**config.mk**
```make
export PLATFORM = sky130hd
export DESIGN_NAME = imem_fetch_ctrl_flat
export DESIGN_NICKNAME = d
export VERILOG_FILES = /design/src/rtl/imem_pkg.sv /design/src/rtl/imem_fetch_ctrl_if.sv /design/src/rtl/pc_reg.sv /design/src/rtl/imem_fetch_ctrl.sv /design/src/flat_wrapper.sv
export SDC_FILE = /design/constraint.sdc
export NUM_CORES = 1
export LEC_CHECK = 0
export ABC_AREA = 1
export CELL_PAD_IN_SITES_DETAIL_PLACEMENT = 0
export CELL_PAD_IN_SITES_GLOBAL_PLACEMENT = 1
export CORE_MARGIN = 10
export CORE_UTILIZATION = 30
export CTS_CLUSTER_SIZE = 20
export DETAILED_ROUTE_END_ITERATION = 10
export GPL_TIMING_DRIVEN = 0
export PLACE_DENSITY_LB_ADDON = 0.1
export SYNTH_ARGS = -nofsm -noshare
export SYNTH_HDL_FRONTEND = slang
export SYNTH_HIERARCHICAL = 1
export SYNTH_SLANG_ARGS = --single-unit
export TNS_END_PERCENT = 50
```
**constraint.sdc**
```tcl
create_clock -name clk -period 1.6 [get_ports clk]
set_input_delay 0.24 -clock clk [delete_from_list [all_inputs] [get_ports clk]]
set_output_delay 0.24 -clock clk [all_outputs]
set_load 0.02 [all_outputs]
```
**src/rtl/imem_pkg.sv**
```systemverilog
// ---------------------------------------------------------------------------
// imem_pkg
// Shared types and sizes for the instruction-fetch slice.
//   fetch_state_t : fetch sequencer state (RUN / HALTED)
//   IMEM_WORDS    : number of instruction memory words
//   IMEM_AW       : word-address width
//   INSTR_W       : instruction width in bits
// ---------------------------------------------------------------------------
package imem_pkg;

   localparam int unsigned IMEM_WORDS = 256;
   localparam int unsigned IMEM_AW    = 8;
   localparam int unsigned INSTR_W    = 32;

   typedef enum logic {
      RUN    = 1'b0,
      HALTED = 1'b1
   } fetch_state_t;

endpackage

```
**src/rtl/imem_fetch_ctrl_if.sv**
```systemverilog
// ---------------------------------------------------------------------------
// imem_fetch_ctrl_if
// Bundles every non-clock/reset signal of the fetch sequencer.
//   mem_a / mem_d                   : asynchronous instruction memory port
//   redirect_valid / redirect_addr  : PC load request (branch/jump)
//   halt / resume                   : run-control pulses
//   instr_valid / instr / instr_pc  : output register toward decode
//   instr_ready                     : decode accepts the current instruction
//   halted                          : sequencer is in HALTED
// master : the fetch sequencer.  slave : memory + decode + control side.
// ---------------------------------------------------------------------------
interface imem_fetch_ctrl_if
   import imem_pkg::*;
#(
   parameter int unsigned S  = INSTR_W,
   parameter int unsigned AW = IMEM_AW
);

   logic [AW-1:0] mem_a;
   logic [S-1:0]  mem_d;
   logic          redirect_valid;
   logic [AW-1:0] redirect_addr;
   logic          halt;
   logic          resume;
   logic          instr_valid;
   logic [S-1:0]  instr;
   logic [AW-1:0] instr_pc;
   logic          instr_ready;
   logic          halted;

   modport master (
      output mem_a,
      input  mem_d,
      input  redirect_valid,
      input  redirect_addr,
      input  halt,
      input  resume,
      output instr_valid,
      output instr,
      output instr_pc,
      input  instr_ready,
      output halted
   );

   modport slave (
      input  mem_a,
      output mem_d,
      output redirect_valid,
      output redirect_addr,
      output halt,
      output resume,
      input  instr_valid,
      input  instr,
      input  instr_pc,
      output instr_ready,
      input  halted
   );

endinterface

```
**src/rtl/pc_reg.sv**
```systemverilog
// ---------------------------------------------------------------------------
// pc_reg
// Program counter: word address, wraps from L-1 to 0.
//   clk       : clock
//   reset     : synchronous active-high reset, loads START
//   load      : load load_addr (takes priority over inc)
//   load_addr : new PC value
//   inc       : advance to the next word
//   pc        : current program counter
// ---------------------------------------------------------------------------
module pc_reg #(
   parameter int unsigned L     = 256,
   parameter int unsigned AW    = 8,
   parameter int unsigned START = 0
) (
   input  logic          clk,
   input  logic          reset,
   input  logic          load,
   input  logic [AW-1:0] load_addr,
   input  logic          inc,
   output logic [AW-1:0] pc
);

   localparam logic [AW-1:0] LAST_PC  = AW'(L - 1);
   localparam logic [AW-1:0] START_PC = AW'(START);

   // NOTE: registers are written with <= so every flop samples pre-edge values.
   always_ff @(posedge clk) begin
      if (reset) begin
         pc <= START_PC;
      end else if (load) begin
         pc <= load_addr;
      end else if (inc) begin
         // Explicit wrap keeps non-power-of-two depths correct.
         pc <= (pc == LAST_PC) ? '0 : pc + AW'(1);
      end
   end

endmodule

```
**src/rtl/imem_fetch_ctrl.sv**
```systemverilog
// ---------------------------------------------------------------------------
// imem_fetch_ctrl
// Instruction-fetch sequencer: owns the PC, reads the asynchronous memory,
// and holds one instruction for decode under a valid/ready handshake.
// Supports backpressure, redirect (flush + PC load) and halt/resume.
//   clk   : clock
//   reset : synchronous active-high reset
//   bus   : imem_fetch_ctrl_if.master (memory, control and decode signals)
// ---------------------------------------------------------------------------
module imem_fetch_ctrl
   import imem_pkg::*;
#(
   parameter int unsigned S     = INSTR_W,
   parameter int unsigned L     = IMEM_WORDS,
   parameter int unsigned AW    = $clog2(L),
   parameter int unsigned START = 0
) (
   input  logic                clk,
   input  logic                reset,
   imem_fetch_ctrl_if.master   bus
);

   fetch_state_t  state_q, state_d;
   logic [AW-1:0] pc;
   logic          fe;
   logic          xfer;

   logic          valid_q;
   logic [S-1:0]  instr_q;
   logic [AW-1:0] instr_pc_q;

   assign xfer = valid_q && bus.instr_ready;

   pc_reg #(
      .L     (L),
      .AW    (AW),
      .START (START)
   ) u_pc (
      .clk       (clk),
      .reset     (reset),
      .load      (bus.redirect_valid),
      .load_addr (bus.redirect_addr),
      .inc       (fe),
      .pc        (pc)
   );

   always_ff @(posedge clk) begin
      if (reset) state_q <= RUN;
      else       state_q <= state_d;
   end

   // NOTE: every always_comb output gets a default first so no latch is inferred.
   always_comb begin
      state_d = state_q;
      fe      = 1'b0;
      case (state_q)
         RUN: begin
            // A halt cycle issues no fetch; redirect also blocks it (bubble).
            fe = !bus.redirect_valid && !bus.halt && (!valid_q || bus.instr_ready);
            if (bus.halt) state_d = HALTED;
         end
         HALTED: begin
            // Halt wins over a same-cycle resume.
            if (bus.resume && !bus.halt) state_d = RUN;
         end
         default: state_d = RUN;
      endcase
   end

   // Output register: redirect flushes, fetch refills, transfer empties.
   always_ff @(posedge clk) begin
      if (reset) begin
         valid_q    <= 1'b0;
         instr_q    <= '0;
         instr_pc_q <= '0;
      end else if (bus.redirect_valid) begin
         valid_q <= 1'b0;
      end else if (fe) begin
         valid_q    <= 1'b1;
         instr_q    <= bus.mem_d;
         instr_pc_q <= pc;
      end else if (xfer) begin
         valid_q <= 1'b0;
      end
   end

   assign bus.mem_a       = pc;
   assign bus.instr_valid = valid_q;
   assign bus.instr       = instr_q;
   assign bus.instr_pc    = instr_pc_q;
   assign bus.halted      = (state_q == HALTED);

endmodule
```
**src/flat_wrapper.sv**
```systemverilog
// flat-port wrapper written by rule: the top's interface ports become plain ports
module imem_fetch_ctrl_flat import imem_pkg::*;
#(
   parameter int unsigned S     = INSTR_W,
   parameter int unsigned L     = IMEM_WORDS,
   parameter int unsigned AW    = $clog2(L),
   parameter int unsigned START = 0
)
  (clk, reset, bus_mem_a, bus_mem_d, bus_redirect_valid, bus_redirect_addr, bus_halt, bus_resume, bus_instr_valid, bus_instr, bus_instr_pc, bus_instr_ready, bus_halted);
  imem_fetch_ctrl_if #(.S(S), .AW(AW)) bus_i ();
  input  logic clk;
  input  logic reset;
  output wire logic [$bits(bus_i.mem_a)-1:0] bus_mem_a;
  input wire logic [$bits(bus_i.mem_d)-1:0] bus_mem_d;
  input wire logic [$bits(bus_i.redirect_valid)-1:0] bus_redirect_valid;
  input wire logic [$bits(bus_i.redirect_addr)-1:0] bus_redirect_addr;
  input wire logic [$bits(bus_i.halt)-1:0] bus_halt;
  input wire logic [$bits(bus_i.resume)-1:0] bus_resume;
  output wire logic [$bits(bus_i.instr_valid)-1:0] bus_instr_valid;
  output wire logic [$bits(bus_i.instr)-1:0] bus_instr;
  output wire logic [$bits(bus_i.instr_pc)-1:0] bus_instr_pc;
  input wire logic [$bits(bus_i.instr_ready)-1:0] bus_instr_ready;
  output wire logic [$bits(bus_i.halted)-1:0] bus_halted;
  assign bus_mem_a = bus_i.mem_a;
  assign bus_i.mem_d = bus_mem_d;
  assign bus_i.redirect_valid = bus_redirect_valid;
  assign bus_i.redirect_addr = bus_redirect_addr;
  assign bus_i.halt = bus_halt;
  assign bus_i.resume = bus_resume;
  assign bus_instr_valid = bus_i.instr_valid;
  assign bus_instr = bus_i.instr;
  assign bus_instr_pc = bus_i.instr_pc;
  assign bus_i.instr_ready = bus_instr_ready;
  assign bus_halted = bus_i.halted;
  imem_fetch_ctrl #(.S(S), .L(L), .AW(AW), .START(START)) u_core (.clk(clk), .reset(reset), .bus(bus_i));
endmodule
```
# After elaboration in Yosys (flattened, before gate mapping)
# Cells that the tools add are included.
[classes]
n_addsub = 1
n_eq_ne = 1
n_reduce_logical = 12
mux = 9
bitwise = 2
[op_table]
columns = ["cell", "count"]
rows = [
  ["$mux 8", 3],
  ["$add 8x1->8 const B", 1],
  ["$eq 8x8->1 const B", 1],
  ["$mux 1", 5],
  ["$logic_and 1x1->1", 4],
  ["$reduce_bool 2->1", 2],
  ["$logic_not 1->1", 3],
  ["$not 1->1", 2],
  ["$pmux 1 s2", 1],
  ["$reduce_and 2->1", 1],
  ["$reduce_or 2->1", 1],
  ["$logic_or 1x1->1", 1],
]
[word_totals]
inputBits = 46
ff_bits = 50
elab_cells = 30

# Longest topological paths before layout
[depth]
ltp_word = 6
depth_mapped = 12
ltp_nobuf = 11

# By module
# The synthesis kept the hierarchy.
[by_module_without_submodules]
columns = ["mod", "cells_per_inst", "seq_area_each_um2", "n_inst", "area_per_inst_um2"]
rows = [
  ["imem_fetch_ctrl", 353, 840.8, 1, 2177.1],
  ["pc_reg", 76, 160.2, 1, 529.3],
]

# Worst setup path before layout
# No wires, ideal clock.
[synth_path]
path_type = "reg-to-reg"
startpoint = "reg u_core.state_q (netlist: u_core/bus.halted)"
endpoint = "reg u_core.u_pc.pc[6]"
n_path_buf = 1
arrival_time_ns = 1.364
setup_slack_ns = 0.116
setup_time_ns = 0.120
path_stages_with_launch = 10
path_cell_list = "dfxtp_1 nor2_4 nand3_4 buf_6 inv_1 inv_1 nand2_2 inv_2 a22oi_1 a21oi_2"
[synth_between]
elab_chain_len = 2
[synth_lines]
columns = ["element", "line", "text"]
rows = [
  ["start, declared", "imem_fetch_ctrl.sv:23", "fetch_state_t state_q, state_d;"],
  ["start signal, assigned", "imem_fetch_ctrl.sv:49", "else state_q <= state_d;"],
  ["$mux 1", "imem_fetch_ctrl.sv:56", "case (state_q)"],
  ["named net u_core.fe", "imem_fetch_ctrl.sv:25", "logic fe;"],
  ["$reduce_bool 2->1 (no source line)", "n/a", ""],
  ["end signal, assigned", "pc_reg.sv:32", "pc <= load_addr;"],
  ["end signal, assigned", "pc_reg.sv:35", "pc <= (pc == LAST_PC) ? '0 : pc + AW'(1);"],
  ["end, declared", "pc_reg.sv:21", "output logic [AW-1:0] pc"],
]
# The timed path passes the listed nets, and every way through them passes these cells.
# A chain may end at the register's enable or synchronous reset.

# Final worst setup path
[layout_path]
startpoint = "reg u_core.instr_pc_q[5] (netlist: u_core/bus.instr_pc[5])"
endpoint = "out bus_instr_pc[5]"
[layout_lines]
columns = ["element", "line", "text"]
rows = [
  ["start, declared", "imem_fetch_ctrl.sv:30", "logic [AW-1:0] instr_pc_q;"],
  ["start signal, assigned", "imem_fetch_ctrl.sv:81", "instr_pc_q <= pc;"],
  ["end, declared", "flat_wrapper.sv:21", "output wire logic [$bits(bus_i.instr_pc)-1:0] bus_instr_pc;"],
]
# No word-level cell between the ends.

==> results_dict.tcl <==
set metrics [dict create \
    final_antenna_net_count 0 \
    cts_buffers 5 \
    final_common_cell "inv_1" \
    rsz0062_at_grt "false" \
    grt_use_met2_pct 18.7 \
    syn_inst 429 \
    path_delay_family "buffers and inverters" \
    crit_type "reg -> out" \
    cap_violations 0 \
    portBuffers 95 \
    route.detailed.drc 0 \
    grt_usage_pct 11.4 \
    drv_slew 0 \
    synth_edf_count 0 \
    grt_util_met1_pct 13.4 \
    sequentialPowerShare_pct 48.1 \
    start_util_pct 30.9 \
    core_mm2 0.00876 \
    synthToLayoutAreaGrowth_pct 44.3 \
    multi_input_area_mm2 0.00109 \
    peakVddDrop_v 0.000283 \
    io_pins 96 \
    critPathMaxStageDelay_ns 0.62 \
    final_nets 581 \
    layout_common_cells "inv_1, nand2_1, clkdlybuf4s50_1" \
    crit_path_start_kind "flop" \
    post_drt_via_cell_ratio 4.10 \
    cts_max_level 2 \
    crit_buf_inv 1 \
    crit_chain "clkdlybuf4s50_1" \
    cts_tree "yes" \
    p_sw_share_pct 30.9 \
    tightest_slew_ns 0.455 \
    power.density_mw_per_mm2 740 \
    diodes 0 \
    dieArea_mm2 0.0132 \
    layout-drive-gt1-share_pct 9.93 \
    status "complete, no violations" \
    setup_viol_count_final 0 \
    synthFlopType "dfxtp_1" \
    cts_sinks 50 \
    relSlewSlack_pct 69.5 \
    grt_pass1_wl_um 12500 \
    clk_pin_slew_ns 0.09 \
    yosysWarnings 6 \
    hold_buffers 0 \
    drtPass1Iterations 4 \
    critical_path.slowest_cell "clkdlybuf4s50_1" \
    end_kind "primary output" \
    fin_crit_sh_pct 94.8 \
    routedWlPerCell_um 12.1 \
    drt_iter0_markers 96 \
    fin_skew_ns 0.0129 \
    period_minus_slack_ns 1.52 \
    dieHeight_um 115 \
    ys_async_sr_fraction_pct 0 \
    grt_max_degree 15 \
    grt-ovfl-total 0 \
    clockBufferDepth 2 \
    first_global_vias 2589 \
    use_met3_pct 5.10 \
    hold_path_class "in -> reg" \
    fp.dieW_um 115 \
    power.leakage_nw 2.03 \
    finalHoldViolations 0 \
    top_usage_layer "met2" \
    syn_area_mm2 0.00271 \
    cp.arrival_ns 1.28 \
    vias 2633 \
    tns_ns 0 \
    p_sw_mw 0.892 \
    syn_area_per_cell_um2 6.31 \
    synth_seq_cells 50 \
    fill_cells 952 \
    cp.required_ns 1.36 \
    max_freq_mhz 659 \
    synth.distinct_cells 26 \
    cp_max_fo 2 \
    internal_power_mw 2.00 \
    largest_register_ffs 32 \
    stdcell_area_mm2 0.00391 \
    regArea_mm2 0.00100 \
    clockRootBuffer "clkbuf_8" \
    clock_latency_ns 0.30 \
    synth_nets 476 \
    p_clk_share_pct 24.7 \
    fp-row-count 34 \
    dp_hpwl_um 5880 \
    grt_antenna_before_repair 0 \
    dpl_cell_area_mm2 0.00379 \
    fin_total_pwr_mw 2.89 \
    wl_um 7780 \
    ys_seq_area_share_pct 37.0 \
    combPwrFrac_pct 27.2 \
    gp_congestion 0.702 \
]
-- layer usage --
layer,vias up,wire length (um)
met5,-,0
met4,0,48
met3,4,757
met2,68,3450
met1,1108,3520
li1,1453,-
-- Yosys cell counts (4+ instances only) --
cell type | count | share of area, %
buf_6 | 4 | 1.7
dfxtp_1 | 50 | 37
nor2_1 | 44 | 6.1
a21oi_1 | 5 | 0.92
nand2_1 | 100 | 14
nand4_1 | 40 | 9.2
nand2_2 | 5 | 1.2
nor2_2 | 5 | 1.2
buf_2 | 10 | 1.8
inv_1 | 133 | 18
nand3_1 | 4 | 0.74
-- stage by stage --
stage / utilization (%) / hold slack, ns / worst slack [ns] / cells
floorplan: - / 0.302 / 0.116 / 429
global placement: 43.3 / 0.495 / -0.738 / 632
detailed placement: 43.3 / 0.497 / -0.764 / 632
CTS: 44.3 / 0.487 / 0.00813 / 642
global route: 44.6 / 0.256 / 0.0217 / 642
finish: 44.6 / 0.256 / 0.0828 / 642
-- power by group through the flow --
stage | clock network [mW] | logic [mW] | registers (mW)
after floorplan | 0 | 0.323 | 1.52
after global placement | 0 | 0.787 | 1.42
after detailed placement | 0 | 0.789 | 1.42
after CTS | 0.757 | 0.794 | 1.39
after global routing | 0.796 | 0.879 | 1.41
final | 0.714 | 0.787 | 1.39
-- worst paths after layout --
path | from | slack, ns | endpoint | cells past startpoint
max reg2reg | u_core/bus.halted | 0.10 | u_core/u_pc/pc[5] | 9
min | bus_halt | 0.26 | u_core/bus.halted | 3
min reg2reg | u_core/bus.instr[26] | 0.51 | u_core/bus.instr[26] | 4
max | u_core/bus.instr_pc[5] | 0.08 | bus_instr_pc[5] | 1
-- final cells by class --
cell class,count,area share [%]
well taps,108,3.46
multi-input cells,223,27.9
inverters,136,13.1
clock inverters,2,0.256
repair buffers,98,24.7
flip-flops and latches,50,25.6
plain buffers,20,3.14
clock buffers,5,1.76
-- cells by family after synthesis --
group,after synthesis,share of synthesized area (%)
compound gates,17,4.25
buf+inv,156,23.2
fa+ha+maj,1,0.462
xor+xnor,3,0.971
flops,50,37.0
simple gates,202,34.1
-- timing repair --
action,4_1_cts,5_1_grt
buffers inserted,3,0
pin swaps,2,1
endpoints found under the setup margin,17,23
resized for setup,11,13
cloned,0,0
(Power assumes the default switching activity.)
==> RTL edit, RTL diff (same settings) <==
`INSTR_W`: 32 -> 40.
--- a/src/rtl/imem_pkg.sv
+++ b/src/rtl/imem_pkg.sv
@@ -10,7 +10,7 @@
 
    localparam int unsigned IMEM_WORDS = 256;
    localparam int unsigned IMEM_AW    = 8;
-   localparam int unsigned INSTR_W    = 32;
+   localparam int unsigned INSTR_W    = 40;
 
    typedef enum logic {
       RUN    = 1'b0,
Interface: changed (resized bus_instr and bus_mem_d); port bits go from 96 to 112. The function was not compared with the original's and may differ.
==> RTL edit against the unedited design <==
- synthesized area up 14%
- critical path type unchanged
- critical path depth unchanged
- final area up 18%
- final cell count up 18%
- sequential cell count up 8
- setup slack worse by 0.015 ns
- total power up 36%
- wire length up 20%
- clock skew down 0.0056 ns
- highest routed layer unchanged
- sequential share of layout area down 0.49 points
==> RTL edit: results (changes against the unedited design) <==
| Metric | Value |
|---|---|
| Worst clock skew | 0.007246 ns (-0.005621 ns) |
| Run status | finished, final reports clean |
| Inst Count DP | 742 (+17%) |
| Static Leak | 0.002495 uW (+23%) |
| RD Place Congestion | 0.7675 (+9.4%) |
| Synthesized Nets | 553 (+16%) |
| Fillers | 1080 (+13%) |
| Port bufs | 111 (+17%) |
| Peak VDD IR | 511.6 uV (+81%) |
| Vias | 3092 (+17%) |
| Total wire length | 9.365 mm (+20%) |
| Num CTS Buffers | 9 (+4) |
| First-pass GRT wire length | 15.18 mm (+22%) |
| Clock Latency Late Sink | 0.33 ns (+0.03 ns) |
| Cell count after synthesis | 498 (+16%) |
| Largest net degree at the start of global routing | 11 (-4) |
| Vias/cell | 4.079 (-0.54%) |
| Seq/Total Area, Yosys | 0.3768 (+0.006920) |
| Layout cells sized above 1 | 0.08640 (-0.01285) |
| HPWL after detailed placement | 7.105 mm (+21%) |
| Area post-placement | 0.004359 mm^2 (+15%) |
| H-tree levels | 3 (+1) |
| Top post-synthesis cells by area | dfxtp_1, inv_1, nand2_1 |
| Post-layout nets | 676 (+16%) |
| Commonest cells post-synth | inv_1, nand2_1, dfxtp_1 |
| Max FFs per register | 40 (+25%) |
| GRT Util Overall | 0.1290 (+0.01508) |
-- RTL edit: cell types whose count changed in the layout (fill, tap and decap cells not counted), sizes merged, moves of 2 or more --
cell / unedited run / this run
buf: 17 / 20
dlymetal6s2s: 3 / 10
clkinv: 3 / 1
clkbuf: 12 / 19
nand2: 105 / 121
dfxtp: 50 / 58
clkdlybuf4s50: 83 / 91
nor2: 51 / 59
nand4: 40 / 48
inv: 135 / 160
-- RTL edit: logic make-up (layout without fill, tap and decap cells) --
| group | count (synthesis) | in the layout | synth area share |
|---|---|---|---|
| AO/OA/AOI/OAI | 17 | 17 | 0.03735 |
| buffers and inverters | 185 | 312 | 0.2330 |
| AND/OR/NAND/NOR | 234 | 234 | 0.3402 |
| adder cells (fa/ha/maj) | 1 | 1 | 0.004059 |
| XOR/XNOR | 3 | 3 | 0.008528 |
| flip-flops | 58 | 58 | 0.3768 |
-- RTL edit: path summary, 6_finish.rpt --
check | startpoint | endpoint | slack, ns | cells past startpoint
hold reg to reg | u_core/bus.instr[1]$_SDFFE_PP0P_ | u_core/bus.instr[1]$_SDFFE_PP0P_ | 0.51 | 4
setup / recovery | u_core/bus.instr[33]$_SDFFE_PP0P_ | bus_instr[33] | 0.07 | 1
hold / removal | reset | u_core/u_pc/pc[3]$_SDFFE_PP0P_ | 0.36 | 2
setup reg to reg | u_core/u_pc/pc[0]$_SDFFE_PP0P_ | u_core/u_pc/pc[3]$_SDFFE_PP0P_ | 0.18 | 6
-- RTL edit: power by group --
group          switching, uW  total (uW)  leakage (uW)  internal (uW)
combinational            482         905       0.00191            423
clock                    570        1410      0.000106            837
sequential              66.6        1610      0.000477           1540
-- RTL edit: final cells by class --
| cell class | count | share of cell area |
|---|---|---|
| plain buffers | 25 | 0.02682 |
| flip-flops and latches | 58 | 0.2514 |
| multi-input cells | 255 | 0.2663 |
| clock inverters | 2 | 0.007586 |
| repair buffers | 112 | 0.2452 |
| inverters | 160 | 0.1300 |
| clock buffers | 13 | 0.03658 |
| well taps | 133 | 0.03603 |
-- RTL edit: layer usage --
| metal | part of all wire | vias to the layer above | global-route usage |
|---|---|---|---|
| li1 | - | 1692 | - |
| met1 | 0.45 | 1311 | 0.1577 |
| met2 | 0.46 | 81 | 0.2016 |
| met3 | 0.084 | 8 | 0.05770 |
| met4 | 0.0073 | 0 | 0.03279 |
| met5 | 0 | - | 0 |
-- RTL edit: what timing repair did --
action	CTS	global route
pin swaps	1	0
buffers inserted	1	0
resized for setup	15	15
endpoints found under the setup margin	23	31
-- RTL edit: stage by stage --
step	setup WS [ns]	util	total power [uW]
2_1_floorplan	0.08693	-	2123
3_3_place_gp	-0.7770	0.4399	2555
3_5_place_dp	-0.7971	0.4399	2561
4_1_cts	-0.003704	0.4617	4011
5_1_grt	-0.009606	0.4660	4185
6_report	0.06800	0.4660	3923
